--- config.mk ---
export PLATFORM = sky130hd
export DESIGN_NAME = vx_gpr_writeback
export DESIGN_NICKNAME = d
export VERILOG_FILES = /design/src/rtl/vx_gpr_writeback_pkg.sv /design/src/rtl/vx_gpr_writeback_lock_arb.sv /design/src/rtl/vx_gpr_writeback.sv
export SDC_FILE = /design/constraint.sdc
export NUM_CORES = 1
export LEC_CHECK = 0
export CELL_PAD_IN_SITES_DETAIL_PLACEMENT = 0
export CELL_PAD_IN_SITES_GLOBAL_PLACEMENT = 2
export CORE_AREA = 2 2 343 345
export DETAILED_ROUTE_END_ITERATION = 10
export DIE_AREA = 0 0 345 347
export GPL_TIMING_DRIVEN = 0
export PLACE_DENSITY = 0.48
export REMOVE_ABC_BUFFERS = 1
export SYNTH_ARGS = -nofsm -noshare
export SYNTH_HDL_FRONTEND = slang
export SYNTH_SLANG_ARGS = --single-unit
--- constraint.sdc ---
create_clock -name clk -period 3.9 [get_ports clk]
set_clock_uncertainty 0.15 [all_clocks]
set_input_delay 0.585 -clock clk [delete_from_list [all_inputs] [get_ports clk]]
set_output_delay 0.585 -clock clk [all_outputs]
set_load 0.005 [all_outputs]
--- src/rtl/vx_gpr_writeback_pkg.sv ---
// Commit/writeback packet layouts and field widths shared by the GPR writeback path.
package vx_gpr_writeback_pkg;

   localparam int unsigned UUID_WIDTH    = 8;
   localparam int unsigned ISSUE_WIS_W   = 2;
   localparam int unsigned NUM_THREADS   = 4;
   localparam int unsigned PC_BITS       = 16;
   localparam int unsigned NR_BITS       = 5;
   localparam int unsigned XLEN          = 32;
   localparam int unsigned PERF_CTR_BITS = 16;

   typedef struct packed {
      logic [UUID_WIDTH-1:0]       uuid;
      logic [ISSUE_WIS_W-1:0]      wis;
      logic [NUM_THREADS-1:0]      tmask;
      logic [PC_BITS-1:0]          pc;
      logic                        wb;
      logic [NR_BITS-1:0]          rd;
      logic [NUM_THREADS*XLEN-1:0] data;
      logic                        sop;
      logic                        eop;
   } commit_t;

   typedef struct packed {
      logic [UUID_WIDTH-1:0]       uuid;
      logic [ISSUE_WIS_W-1:0]      wis;
      logic [NUM_THREADS-1:0]      tmask;
      logic [PC_BITS-1:0]          pc;
      logic [NR_BITS-1:0]          rd;
      logic [NUM_THREADS*XLEN-1:0] data;
      logic                        sop;
      logic                        eop;
   } wb_t;

   localparam int unsigned COMMIT_DATAW = $bits(commit_t);
   localparam int unsigned WB_DATAW     = $bits(wb_t);

   // r0 is hardwired and an empty thread mask writes nothing.
   function automatic logic is_write(commit_t c);
      return c.wb && (c.rd != '0) && (c.tmask != '0);
   endfunction

   function automatic wb_t to_wb(commit_t c);
      wb_t w;
      w.uuid  = c.uuid;
      w.wis   = c.wis;
      w.tmask = c.tmask;
      w.pc    = c.pc;
      w.rd    = c.rd;
      w.data  = c.data;
      w.sop   = c.sop;
      w.eop   = c.eop;
      return w;
   endfunction

endpackage

--- src/rtl/vx_gpr_writeback_lock_arb.sv ---
// Round-robin arbiter that locks onto one input from sop to eop so multi-beat sequences stay whole.
module vx_gpr_writeback_lock_arb #(
   parameter int unsigned NUM_INPUTS = 4
) (
   input  logic                  clk,
   input  logic                  reset_n,
   input  logic [NUM_INPUTS-1:0] valid,
   input  logic [NUM_INPUTS-1:0] sop,
   input  logic [NUM_INPUTS-1:0] eop,
   output logic [NUM_INPUTS-1:0] grant
);

   if (NUM_INPUTS == 1) begin : g_single
      logic unused_arb;
      assign unused_arb = ^{clk, sop, eop};
      assign grant      = valid & reset_n;
   end else begin : g_rr
      localparam int unsigned IdxW = $clog2(NUM_INPUTS);
      localparam logic [IdxW-1:0] LastIdx = IdxW'(NUM_INPUTS - 1);

      logic [IdxW-1:0] rr_ptr_q, rr_ptr_d;
      logic [IdxW-1:0] lock_id_q, lock_id_d;
      logic            lock_q, lock_d;
      logic [IdxW-1:0] gnt_idx;
      logic            gnt_any;
      int unsigned     idx;

      always_comb begin
         gnt_any = 1'b0;
         gnt_idx = '0;
         idx     = 0;
         if (lock_q) begin
            gnt_any = valid[lock_id_q];
            gnt_idx = lock_id_q;
         end else begin
            for (int unsigned k = 0; k < NUM_INPUTS; k++) begin
               idx = (int'(rr_ptr_q) + k) % NUM_INPUTS;
               if (!gnt_any && valid[idx]) begin
                  gnt_any = 1'b1;
                  gnt_idx = idx[IdxW-1:0];
               end
            end
         end
      end

      // Ready must drop the moment reset asserts, even with valids still high.
      always_comb begin
         grant = '0;
         if (gnt_any && reset_n) grant[gnt_idx] = 1'b1;
      end

      always_comb begin
         lock_d    = lock_q;
         lock_id_d = lock_id_q;
         rr_ptr_d  = rr_ptr_q;
         if (gnt_any) begin
            if (sop[gnt_idx] && !eop[gnt_idx]) begin
               lock_d    = 1'b1;
               lock_id_d = gnt_idx;
            end else if (eop[gnt_idx]) begin
               lock_d   = 1'b0;
               // The finishing unit becomes lowest priority next cycle.
               rr_ptr_d = (gnt_idx == LastIdx) ? '0 : gnt_idx + 1'b1;
            end
         end
      end

      always_ff @(posedge clk or negedge reset_n) begin
         if (!reset_n) begin
            lock_q    <= 1'b0;
            lock_id_q <= '0;
            rr_ptr_q  <= '0;
         end else begin
            lock_q    <= lock_d;
            lock_id_q <= lock_id_d;
            rr_ptr_q  <= rr_ptr_d;
         end
      end
   end

endmodule

--- src/rtl/vx_gpr_writeback.sv ---
// GPR writeback: arbitrates commit packets from execution units onto a registered single-beat
// writeback bus, dropping packets that write nothing.
module vx_gpr_writeback
   import vx_gpr_writeback_pkg::*;
#(
   parameter int unsigned NUM_INPUTS  = 4,
   parameter int unsigned PERF_ENABLE = 0
) (
   input  logic                             clk,
   input  logic                             reset_n,
   input  logic [NUM_INPUTS-1:0]            commit_valid,
   output logic [NUM_INPUTS-1:0]            commit_ready,
   input  logic [NUM_INPUTS*COMMIT_DATAW-1:0] commit_data,
   output logic                             wb_valid,
   output logic [WB_DATAW-1:0]              wb_data,
   output logic [PERF_CTR_BITS-1:0]         perf_writes,
   output logic [PERF_CTR_BITS-1:0]         perf_stalls
);

   commit_t               pkts [NUM_INPUTS];
   commit_t               sel;
   logic [NUM_INPUTS-1:0] sop, eop;
   logic                  wb_fire;
   logic                  wb_valid_q;
   wb_t                   wb_data_q;

   always_comb begin
      sel = '0;
      sop = '0;
      eop = '0;
      for (int i = 0; i < NUM_INPUTS; i++) begin
         pkts[i] = commit_t'(commit_data[i*COMMIT_DATAW +: COMMIT_DATAW]);
         sop[i]  = pkts[i].sop;
         eop[i]  = pkts[i].eop;
         if (commit_ready[i]) sel = commit_t'(sel | pkts[i]);
      end
   end

   vx_gpr_writeback_lock_arb #(
      .NUM_INPUTS (NUM_INPUTS)
   ) u_arb (
      .clk     (clk),
      .reset_n (reset_n),
      .valid   (commit_valid),
      .sop     (sop),
      .eop     (eop),
      .grant   (commit_ready)
   );

   assign wb_fire = (|commit_ready) && is_write(sel);

   always_ff @(posedge clk or negedge reset_n) begin
      if (!reset_n) begin
         wb_valid_q <= 1'b0;
         wb_data_q  <= '0;
      end else begin
         wb_valid_q <= wb_fire;
         if (wb_fire) wb_data_q <= to_wb(sel);
      end
   end

   assign wb_valid = wb_valid_q;
   assign wb_data  = wb_data_q;

   if (PERF_ENABLE != 0) begin : g_perf
      logic [PERF_CTR_BITS-1:0] writes_q, stalls_q;
      logic                     stall;

      assign stall = |(commit_valid & ~commit_ready);

      always_ff @(posedge clk or negedge reset_n) begin
         if (!reset_n) begin
            writes_q <= '0;
            stalls_q <= '0;
         end else begin
            if (wb_valid_q) writes_q <= writes_q + 1'b1;
            if (stall)      stalls_q <= stalls_q + 1'b1;
         end
      end

      assign perf_writes = writes_q;
      assign perf_stalls = stalls_q;
   end else begin : g_no_perf
      assign perf_writes = '0;
      assign perf_stalls = '0;
   end

endmodule

# ---- After elaboration in Yosys (flattened, before gate mapping)
# Index checks and enable logic that the tools add are counted.
dict set report classes {
  add_sub_neg 4
  mul 0
  div 0
  order_cmp 7
  eq_ne 1
  n_shift 0
  n_mux 37
  n_bitwise 4
  n_reduce_logical 20
}
# cell n
set op_table {}
lappend op_table {{166-bit 2-to-1 mux} 4}
lappend op_table {{166-bit OR} 3}
lappend op_table {{2-bit by 3-bit < comparator with 1-bit output, second input constant} 6}
lappend op_table {{1-bit 2-to-1 mux} 18}
lappend op_table {{1-bit binary-select mux with 2-bit select} 7}
lappend op_table {{2-bit 2-to-1 mux} 6}
lappend op_table {{1-bit logical AND} 9}
lappend op_table {{5-bit nonzero test} 1}
lappend op_table {{2-bit by 1-bit adder with 2-bit output, second input constant} 2}
lappend op_table {{2-bit adder, second input constant} 2}
lappend op_table {{1-bit logical NOT} 4}
lappend op_table {{4-bit 2-to-1 mux} 1}
lappend op_table {{2-bit AND reduction} 2}
lappend op_table {{4-bit nonzero test} 1}
lappend op_table {{4-bit OR reduction} 1}
lappend op_table {{3-bit AND reduction} 1}
lappend op_table {{1-bit demux with 2-bit select} 1}
lappend op_table {{2-bit equality test, second input constant} 1}
lappend op_table {{2-bit by 1-bit >= comparator with 1-bit output, second input constant} 1}
lappend op_table {{2-bit nonzero test} 1}
lappend op_table {{1-bit inverter} 1}
dict set report word_totals {
  reg_bits 171
  latch_bits 0
  mem_bits_rw 0
  rom_bits 0
  inputBits 670
  out_inout_bits 202
  word_cells 85
  memories 0
}

# ---- Longest topological paths before layout
# Gate-level depths: netlist of run 1.
dict set report depth {
  depth_word 32
  mapped_depth 17
  depth_no_buf 12
}

# ---- Hierarchy
# A second synthesis of run 1 with hierarchy kept.
dict set report unflattened {
  hier_cells 1059
  hier_area_um2 11247.0
}
# mod instances cells_per_inst area_per_inst_um2 seq_area_each_um2
set by_module_without_submodules {}
lappend by_module_without_submodules {vx_gpr_writeback 1 957 10353.7 4154.0}
lappend by_module_without_submodules {vx_gpr_writeback_lock_arb 1 102 893.4 125.1}

# ---- Worst setup path after synthesis of run 1
# No wires, ideal clock.
dict set report synth_path {
  kind {input to register}
  from {input commit_valid[0]}
  to {register wb_data_q (netlist bit wb_data[10])}
  setup_time_ns 0.133
  t_arrival_ns 3.382
  required_time_ns 3.617
  path_slack_ns 0.235
  cell_stages 16
  path_buffers 5
  path_cell_list {nor2b_1 > a2111oi_0 > a221o_1 > buf_2 > inv_1 > ha_1 > clkbuf_1 > a22oi_1 > nand2_1 > or4_1 > o211a_1 > buf_2 > buf_2 > buf_1 > nor2_1 > a31oi_1}
}
dict set report synth_via {
  elab_chain_cells 32
  elab_cells_between_ends 49
  cone_classes {order compare (2); mux (30); bitwise (3); reduce/logical (14)}
}
# item line_no
set synth_lines {}
lappend synth_lines {{start: declaration} vx_gpr_writeback.sv:11} ;# input logic [NUM_INPUTS-1:0] commit_valid,
lappend synth_lines {{1-bit binary-select mux with 2-bit select} vx_gpr_writeback_lock_arb.sv:38} ;# if (!gnt_any && valid[idx]) begin
lappend synth_lines {{1-bit 2-to-1 mux (implied by the code)} vx_gpr_writeback_lock_arb.sv:38}
lappend synth_lines {{1-bit 2-to-1 mux} vx_gpr_writeback_lock_arb.sv:38}
lappend synth_lines {{1-bit 2-to-1 mux} vx_gpr_writeback_lock_arb.sv:32} ;# if (lock_q) begin
lappend synth_lines {{1-bit logical NOT} vx_gpr_writeback_lock_arb.sv:38}
lappend synth_lines {{1-bit logical AND} vx_gpr_writeback_lock_arb.sv:38}
lappend synth_lines {{1-bit 2-to-1 mux} vx_gpr_writeback_lock_arb.sv:38}
lappend synth_lines {{1-bit 2-to-1 mux} vx_gpr_writeback_lock_arb.sv:32}
lappend synth_lines {{[8 not listed]} --}
lappend synth_lines {{named net u_arb.g_rr.gnt_idx[0]} vx_gpr_writeback_lock_arb.sv:24} ;# logic [IdxW-1:0] gnt_idx;
lappend synth_lines {{[7 not listed]} --}
lappend synth_lines {{166-bit 2-to-1 mux} vx_gpr_writeback.sv:35} ;# if (commit_ready[i]) sel = commit_t'(sel | pkts[i]);
lappend synth_lines {{166-bit OR} vx_gpr_writeback.sv:35}
lappend synth_lines {{166-bit 2-to-1 mux} vx_gpr_writeback.sv:35}
lappend synth_lines {{166-bit OR} vx_gpr_writeback.sv:35}
lappend synth_lines {{166-bit 2-to-1 mux} vx_gpr_writeback.sv:35}
lappend synth_lines {{5-bit nonzero test} vx_gpr_writeback_pkg.sv:40} ;# return c.wb && (c.rd != '0) && (c.tmask != '0);
lappend synth_lines {{1-bit logical AND (2 in a row)} vx_gpr_writeback_pkg.sv:40}
lappend synth_lines {{1-bit logical AND} vx_gpr_writeback.sv:50} ;# assign wb_fire = (|commit_ready) && is_write(sel);
lappend synth_lines {{end signal: assignment} vx_gpr_writeback.sv:58} ;# if (wb_fire) wb_data_q <= to_wb(sel);
lappend synth_lines {{end: declaration} vx_gpr_writeback.sv:25} ;# wb_t wb_data_q;
# Mark *: on every way through the listed nets, which the timed path passes. The rest lies on a longest branch. The select of a mux whose other input is x is not followed.
# A chain may end at the register's enable or synchronous reset.

# ---- Worst setup path in the final report of run 1
dict set report layout_path {
  from {register u_arb.g_rr.rr_ptr_q[1]}
  to {register wb_data_q (netlist bit wb_data[113])}
}
dict set report layout_via {
  elab_chain_cells 32
  elab_cells_between_ends 50
  cone_classes {add/sub (3); order compare (2); mux (28); bitwise (3); reduce/logical (14)}
}
# item line_no
set layout_lines {}
lappend layout_lines {{start: declaration} vx_gpr_writeback_lock_arb.sv:21} ;# logic [IdxW-1:0] rr_ptr_q, rr_ptr_d;
lappend layout_lines {{start signal: assignment} vx_gpr_writeback_lock_arb.sv:76} ;# rr_ptr_q <= rr_ptr_d;
lappend layout_lines {{1-bit binary-select mux with 2-bit select} vx_gpr_writeback_lock_arb.sv:38}
lappend layout_lines {{1-bit 2-to-1 mux (implied by the code)} vx_gpr_writeback_lock_arb.sv:38}
lappend layout_lines {{1-bit 2-to-1 mux} vx_gpr_writeback_lock_arb.sv:38}
lappend layout_lines {{1-bit 2-to-1 mux} vx_gpr_writeback_lock_arb.sv:32}
lappend layout_lines {{1-bit logical NOT} vx_gpr_writeback_lock_arb.sv:38}
lappend layout_lines {{1-bit logical AND} vx_gpr_writeback_lock_arb.sv:38}
lappend layout_lines {{1-bit 2-to-1 mux} vx_gpr_writeback_lock_arb.sv:38}
lappend layout_lines {{1-bit 2-to-1 mux} vx_gpr_writeback_lock_arb.sv:32}
lappend layout_lines {{[15 not listed]} --}
lappend layout_lines {{166-bit 2-to-1 mux} vx_gpr_writeback.sv:35}
lappend layout_lines {{166-bit OR} vx_gpr_writeback.sv:35}
lappend layout_lines {{166-bit 2-to-1 mux} vx_gpr_writeback.sv:35}
lappend layout_lines {{166-bit OR} vx_gpr_writeback.sv:35}
lappend layout_lines {{166-bit 2-to-1 mux} vx_gpr_writeback.sv:35}
lappend layout_lines {{5-bit nonzero test} vx_gpr_writeback_pkg.sv:40}
lappend layout_lines {{1-bit logical AND (2 in a row)} vx_gpr_writeback_pkg.sv:40}
lappend layout_lines {{1-bit logical AND} vx_gpr_writeback.sv:50}
# Every way passes the cells marked *; elsewhere a longest branch is shown, timed or not. The select of a mux whose other input is x is not followed.

==> impl_metrics.toml, run 1 <==
[worst_setup_path]
cp_max_fo = 48
startpoint_type = "flop"
rr_endpoint = "wb_data[113]"
arrival_ps = 4010
path_cells = "nor2b_1, a32oi_1, o31a_1, nand2_4, buf_4, ha_4, buf_12, a22oi_1, nand2_1, or4_4, o211a_4, buf_16, clkbuf_16, nor2_1, a31oi_1"
r2r_slack_ps = 110
crit_required_ps = 4120
rr_worst_depth = 15
crit_path_top_delay_cell = "or4_4"
end_kind = "flop"
crit_type = "flop to flop"
slowest_delay_ps = 550
worstReg2RegStart = "u_arb.g_rr.rr_ptr_q[1]"

[routing]
ant_nets = 0
wl_mm = 79.9
drt_iter0_drc = 1280
drc = 2
dr.pass1.iters = 11
num_vias = 12700
wl_per_cell_um = 23.5
via_per_inst = 3.75

[global_route]
antenna_found_initial = 6
grt-ovfl-total = 0
grt_pass1_wl_mm = 105
grt_max_degree = 80
grt.total_usage = 0.124
grt_pass1_vias = 13200

[sta]
hold_viol_final = 0
min_period_ps = 3790
finalMaxSlewViolations = 0
finalSetupViolCount = 0
tightestPinTransition_ps = 923
period_share = 0.971
slew_headroom = 0.385
fin_setup_tns_ps = 0
timing.fmax_mhz = 264

[synth]
synthFlopType = "dfrtp_1"
synth.avg_cell_area_um2 = 9.18
netlist_area_um2 = 9630
async_flop_share = 1.00
synth_cells = 1049
synth.distinct_cells = 43
seq_area_frac_synth = 0.444
ys_warn_count = 0
ys_ff_latch = 171
synth_edf_count = 0

[placed_design]
dp_cells = 3314
place_congestion = 0.948
detailed_place.area_um2 = 19600
numPortBuffers = 839
hpwlAfterDp_mm = 57.1

[clock_tree]
clk_latency_ps = 500
cts_made_buffers = 17
root_buffer = "clkbuf_16"
cts_tree = "built"
cts.clk_slew.worst_paths_ps = 80
cts.sinks = 171
cts_buffer_depth = 2
htreeDepth = 4

[worst_hold_path]
min_to = "wb_data[154]"
whs_path_depth = 1
hp-class = "flop to flop"
hp-start = "wb_data[154]"

[layout]
design_area_um2 = 21200
final_util = 0.183
drive_above_1_share = 0.0683
area_growth_syn_to_layout_pct = 120
fill_cells = 12800
nNetsFinal = 2539
finalNonFillerCells = 3400

[floorplan]
initial_utilization = 0.0832
core_area_um2 = 116000
rows = 125
die_w_um = 345
io_pins = 872
die_y_um = 347
die_area_um2 = 120000

[power_and_ir_drop]
p_leak_nw = 7.51
vdd_drop_max_v = 0.000367
power_w = 0.0151
p_per_area_nw_per_um2 = 712

[run_status]
violations = "design-rule violations"
status = "complete, but fails checks"

[run]
drv_cap = 0
==> cell type report <==
cell class              instances  area [µm²]  share of cell area
clock inverters                10         143             0.00672
repair buffers                906        9680               0.456
flip-flops and latches        171        4280               0.202
diodes                          1        2.50            0.000118
multi-input cells             760        4750               0.224
clock buffers                  19         433              0.0204
inverters                       9        33.8             0.00159
well taps                    1524        1910              0.0898
==> cells by family after synthesis <==
group,after synthesis,share of synthesized area
buffers and inverters,151,0.0895
AO/OA/AOI/OAI,354,0.297
AND/OR/NAND/NOR,354,0.145
other,1,0.000389
adder cells (fa/ha/maj),4,0.00520
multiplexers,14,0.0183
flip-flops,171,0.444
==> worst max-delay path, delay by kind of cell, from the launching register on <==
kind | cells | cell delay (ps)
simple gates | 5 | 1050
buf+inv | 4 | 770
fa+ha+maj | 1 | 160
flops | 1 | 450
compound gates | 5 | 970
==> cell usage after synthesis, types with 4 or more instances <==
master | instances | area (µm²)
nor2_1 | 163 | 612
a21oi_1 | 5 | 25.0
a222oi_1 | 155 | 1550
a31oi_1 | 156 | 976
ha_1 | 4 | 50.1
nand2b_1 | 6 | 37.5
clkbuf_1 | 52 | 195
buf_6 | 17 | 191
buf_2 | 38 | 190
dfrtp_1 | 171 | 4280
nor2b_1 | 4 | 25.0
a22o_1 | 6 | 52.6
nand2_1 | 167 | 627
a22oi_1 | 12 | 90.1
a221oi_1 | 6 | 52.6
inv_1 | 9 | 33.8
buf_4 | 32 | 240
mux2_2 | 8 | 90.1
o21ai_1 | 4 | 20.0
==> sequential cells by signal, indices dropped and copies added (netlist names) <==
signal                cells
u_arb.g_rr.lock_q         1
wb_data                 165
u_arb.g_rr.rr_ptr_q       2
u_arb.g_rr.lock_id_q      2
wb_valid                  1
==> per-stage QoR <==
| stage | setup WS [ps] | hold WS (ps) |
|---|---|---|
| after CTS | 6.92 | 340 |
| after global routing | -19.2 | 358 |
| final | 112 | 337 |
| after floorplan | -3930 | 139 |
| after global placement | -13790 | 325 |
| after detailed placement | -1480 | 326 |
==> routing by layer <==
layer	part of all wire	global-route usage	up-vias	routed length (µm)
li1	-	-	5700	-
met1	0.42	0.151	6333	33300
met2	0.50	0.217	637	40300
met3	0.062	0.0330	60	4960
met4	0.016	0.0289	4	1310
met5	0.00031	0	-	25
==> power breakdown <==
part           total, W  switching, W  internal (W)  leakage [nW]
clock network   0.00188      0.000874       0.00100         0.280
registers       0.00335      0.000595       0.00275          2.00
logic           0.00990       0.00508       0.00482          5.23
total            0.0151       0.00655       0.00857          7.51
==> layout by cell type (no fill, tap or decap), types with 7 or more instances in the layout <==
master             n
inv_1              7
buf_16            20
buf_4             22
clkdlybuf4s50_1  833
mux2_2             8
nand2_1          166
a222oi_1         155
nor2_1           163
a22oi_1           12
dfrtp_1          170
a31oi_1          156
clkbuf_16         29
conb_1            32
==> what timing repair did <==
item,4_1_cts,5_1_grt
setup endpoints to repair,170,149
endpoints found under the hold margin,83,0
pin swaps,3,6
setup buffers,17,7
resized for setup,25,10
cloned,11,14
hold buffers,7,0
==> how the worst max path moves through the flow <==
stage                            from         endpoint  slack, ps  cells after the start
3_3_place_gp                  reset_n     wb_data[156]     -13790                      4
2_1_floorplan         commit_valid[0]     wb_data[151]      -3930                      9
6_report       u_arb.g_rr.rr_ptr_q[1]     wb_data[113]        110                     15
5_1_grt        u_arb.g_rr.rr_ptr_q[1]      wb_data[97]        -20                     15
3_5_place_dp          commit_valid[0]       wb_data[7]      -1480                     14
4_1_cts               commit_valid[3]  commit_ready[3]          7                      9
(Power assumes the default switching activity.)
==> inputs of run 2 (changes only) <==
Settings changed: GPL_TIMING_DRIVEN 0 to default.
==> run 2 against run 1 <==
The run now ends clean. Sequential power hardly changed. Hold slack worse by 250 ps. Clock power is 3% higher. Critical endpoint is now wb_data[42].
==> impl_metrics.toml, run 2 (synthesis results as in run 1) <==
[worst_setup_path]
crit_required_ps = 4120
rr_worst_depth = 15
rr_endpoint = "wb_data[42]"
r2r_slack_ps = 330
end_kind = "flop"
arrival_ps = 3960
worstReg2RegStart = "u_arb.g_rr.rr_ptr_q[1]"
startpoint_type = "input pin"
cp_max_fo = 36
crit_type = "input pin to flop"

[sta]
finalMaxSlewViolations = 0
min_period_ps = 3740
slew_headroom = 0.463
finalSetupViolCount = 0
tightestPinTransition_ps = 805
rsz0062_at_grt = "no"
hold_viol_final = 0
period_share = 0.959
fin_hold_ws_ps = 82.7
timing.fmax_mhz = 267

[global_route]
grt_max_degree = 123
antenna_found_initial = 3
grt_pass1_wl_mm = 101
grt-ovfl-total = 0
grt.total_usage = 0.119
grt_pass1_vias = 13100

[run_status]
status = "completed"

[routing]
num_vias = 12500
ant_nets = 0
via_per_inst = 3.63
dr.pass1.iters = 9
drc = 0
drt_iter0_drc = 1287
wl_per_cell_um = 21.4
wl_mm = 73.8

[floorplan]
rows = 125
core_area_um2 = 116000
io_pins = 872
die_w_um = 345
die_area_um2 = 120000
initial_utilization = 0.0832
die_y_um = 347

[run]
drv_cap = 0

[placed_design]
numPortBuffers = 839
hpwlAfterDp_mm = 61.7
place_congestion = 0.937

[layout]
area_growth_syn_to_layout_pct = 118
final_common_cell = "clkdlybuf4s50_1"
drive_above_1_share = 0.0894
nNetsFinal = 2588
largest_register_ffs = 165
mostFrequentLayoutCells = "833 x clkdlybuf4s50_1, 171 x dfrtp_1, 167 x nand2_1"
final_util = 0.181

[clock_tree]
cts.clk_slew.worst_paths_ps = 70
cts_buffer_depth = 2
cts.sinks = 171
root_buffer = "clkbuf_16"
cts_made_buffers = 17
cts_tree = "built"
htreeDepth = 4
post_cts_buffers = 0
clk_latency_ps = 500

[worst_hold_path]
hp-class = "input pin to asynchronous set/reset pin"

[power_and_ir_drop]
vdd_drop_max_v = 0.000342
p_per_area_nw_per_um2 = 687
power_w = 0.0144
p_leak_nw = 7.53
## run 2: critical path, cell delays in order
cell             delay (ps)
clkdlybuf4s50_1         470
nor2b_1                 170
a2111oi_2               360
a221o_1                 190
inv_1                   110
ha_2                    230
buf_12                  140
a22oi_1                 160
nand2_1                 110
or4_4                   560
o211a_4                 270
buf_12                  170
buf_12                  200
nor2_1                  110
a31oi_1                  50
## run 2: repair_timing
item	in CTS	in global routing
endpoints found under the setup margin	4	157
hold buffers	0	0
resized for setup	8	8
## run 2: worst max-delay path by stage
stage                     from              end  slack, ps  cells after the start
2_1_floorplan  commit_valid[0]     wb_data[151]      -3930                      9
3_3_place_gp   commit_valid[1]      wb_data[55]       -450                     15
3_5_place_dp   commit_valid[1]      wb_data[70]       -490                     15
4_1_cts        commit_valid[1]  commit_ready[2]         80                     10
5_1_grt        commit_valid[0]     wb_data[102]         40                     15
6_report       commit_valid[0]      wb_data[42]        160                     15
## run 2: layout make-up
cell class / instances / area (µm²)
clock buffers: 20 / 437
inverters: 9 / 33.8
flip-flops and latches: 171 / 4280
repair buffers: 957 / 9490
multi-input cells: 758 / 4670
fillers: 12800 / 94800
diodes: 1 / 2.50
clock inverters: 10 / 168
well taps: 1524 / 1910
## run 2: where the power goes
| group | leakage (nW) | total (W) | internal [W] | switching [W] |
|---|---|---|---|---|
| sequential | 2.00 | 0.00336 | 0.00275 | 0.000604 |
| combinational | 5.23 | 0.00912 | 0.00451 | 0.00461 |
| clock | 0.291 | 0.00193 | 0.00107 | 0.000865 |
## run 2: stage by stage
stage | TNS [ps] | worst slack, ps | cells | cell area, µm²
floorplan | -604040 | -3930 | 938 | 8920
global placement | -61270 | -446 | 3419 | 20300
detailed placement | -68990 | -488 | 3419 | 20300
CTS | 0 | 75.7 | 3449 | 21000
global route | 0 | 37.5 | 3450 | 21000
finish | 0 | 160 | 3450 | 21000
## run 2: routing by layer
metal | up-vias | global-route usage | part of all wire | routed length, µm
li1 | 5782 | - | - | -
met2 | 615 | 0.205 | 0.50 | 36700
met4 | 4 | 0.0350 | 0.023 | 1700
met1 | 6047 | 0.140 | 0.40 | 29700
met3 | 60 | 0.0391 | 0.077 | 5660
met5 | - | 0 | 0.00041 | 30
==> inputs of run 3 (changes only) <==
Settings changed: CORE_AREA 2 2 343 345 to 2 2 336 338, DIE_AREA 0 0 345 347 to 0 0 338 340, DONT_BUFFER_PORTS from default to 1, PLACE_DENSITY 0.48 to 0.3.
==> run 3 against run 2 <==
The flow now finishes with violations (design-rule violations, negative hold slack). Sequential share of layout area increased by 15 points. Count of clock-buffer cells in the layout up 4. Register-to-register slack got worse by 80 ps. Setup slack improved by 94 ps. Core utilization decreased by 7.2 points. Combinational power down 40%. Cell area is 42% lower. Critical endpoint is now wb_data[41].
==> impl_metrics.toml, run 3 (synthesis results as in run 1) <==
[layout]
drive_above_1_share = 0.117
layout.area.seq_um2 = 4280
final_util = 0.110
final_common_cell = "dfrtp_1"
multi_input_area_um2 = 4630
fill_cells = 12900
area_growth_syn_to_layout_pct = 26.9
largest_register_ffs = 165
mostFrequentLayoutCells = "171 x dfrtp_1, 167 x nand2_1, 163 x nor2_1"
nNetsFinal = 1707
design_area_um2 = 12200

[routing]
num_vias = 9015
drc = 8
wl_mm = 51.8
wl_per_cell_um = 20.3
dr.pass1.iters = 11
via_per_inst = 3.53
drt_iter0_drc = 1270
ant_nets = 0

[worst_setup_path]
slowest_delay_ps = 440
cp_top_family = "compound AO/OA/AOI/OAI gates"
arrival_ps = 3870
crit_type = "flop to flop"
cp_max_fo = 29
startpoint_type = "flop"
crit_required_ps = 4120
crit_buf_inv = 6
end_kind = "flop"
path_cells = "inv_1, a2111oi_0, a221o_1, inv_1, ha_2, buf_12, a22o_1, a221oi_1, a41oi_2, o211a_4, buf_12, buf_12, buf_4, nor2_1, a31oi_1"
crit_path_top_delay_cell = "dfrtp_1"
critPathMostFrequentCell = "buf_12"

[sta]
period_share = 0.935
tightestPinTransition_ps = 576
timing.fmax_mhz = 274
finalMaxSlewViolations = 0
fin_setup_tns_ps = 0
hold_viol_final = 171
slew_headroom = 0.616
rsz0062_at_grt = "no"
finalSetupViolCount = 0
min_period_ps = 3650
fin_hold_ws_ps = -363

[global_route]
grt_pass1_wl_mm = 69.4
antenna_found_initial = 12
grt_max_degree = 174
grt.total_usage = 0.0853
grt-ovfl-total = 0
grt_pass1_vias = 9138

[clock_tree]
clk_latency_ps = 480
htreeDepth = 4
hold_buffers = 2
root_buffer = "clkbuf_16"
cts_made_buffers = 17
cts_tree = "built"
cts.sinks = 171
cts.clk_slew.worst_paths_ps = 80
cts_buffer_depth = 2

[floorplan]
rows = 123
core_area_um2 = 112000
die_y_um = 340
io_pins = 872
die_w_um = 338
initial_utilization = 0.0863
die_area_um2 = 115000

[placed_design]
place_congestion = 0.757
detailed_place.area_um2 = 11600
numPortBuffers = 0
hpwlAfterDp_mm = 41.4

[worst_hold_path]
hp-class = "input pin to asynchronous set/reset pin"

[power_and_ir_drop]
p_per_area_nw_per_um2 = 904
power_w = 0.0110
vdd_drop_max_v = 0.000308
p_leak_nw = 4.01

[run]
drv_cap = 0

[run_status]
violations = "design-rule violations, negative hold slack"
status = "complete, but fails checks"
run 3: changes by cell type in the layout (fill, tap and decap cells not counted), moves of 3 or more:
cell	change
diode_2	+11
dlygate4sd2_1	-3
clkdlybuf4s50_1	-833
buf_4	-46
run 3: final timing paths:
path / start / to / slack (ps) / cells past startpoint
min in group clk: commit_data[400] / wb_data[68] / 80 / 2
max in group asynchronous: reset_n / wb_data[33] / 3620 / 0
min: reset_n / wb_data[92] / -360 / 0
min reg2reg: u_arb.g_rr.lock_id_q[1] / u_arb.g_rr.lock_id_q[1] / 420 / 1
max reg2reg: u_arb.g_rr.rr_ptr_q[0] / wb_data[41] / 250 / 15
max: u_arb.g_rr.rr_ptr_q[0] / wb_data[41] / 250 / 15
run 3: final cells by class:
type,count,share of cell area
diodes,12,0.00246
flip-flops and latches,171,0.350
inverters,9,0.00276
well taps,1500,0.154
repair buffers,76,0.0655
multi-input cells,758,0.379
clock buffers,24,0.0394
clock inverters,7,0.00737
run 3: repair_timing:
item / in CTS / in global routing
setup buffers: 0 / 0
gates resized for setup: 0 / 3
hold endpoints to repair: 173 / 171
endpoints found under the setup margin: 0 / 107
run 3: routing by layer:
layer  track usage  up-vias  part of all wire
met5             0        -                 0
met4        0.0384        0             0.022
met3        0.0284       49             0.086
met2         0.157      557              0.54
met1        0.0862     4390              0.36
li1              -     4019                 -
run 3: worst register-to-register path, stage by stage, from the launching register on:
cell and delay (ps):
dfrtp_1 440, inv_1 100, a2111oi_0 380, a221o_1 220, inv_1 90, ha_2 260, buf_12 150, a22o_1 190
a221oi_1 420, a41oi_2 250, o211a_4 220, buf_12 160, buf_12 190, buf_4 170, nor2_1 80, a31oi_1 50
run 3: stage by stage:
step | setup WS, ps | hold slack [ps] | cells
after floorplan | -3930 | 139 | 938
after global placement | 10.5 | 146 | 2512
after detailed placement | -61.4 | 145 | 2512
after CTS | 123 | -440 | 2545
after global routing | 3.04 | -434 | 2556
final | 254 | -363 | 2557
run 3: report_power, final:
part / total, W / internal, W / switching [W]
Clock: 0.00184 / 0.000988 / 0.000852
Combinational: 0.00546 / 0.00239 / 0.00307
Sequential: 0.00374 / 0.00276 / 0.000985
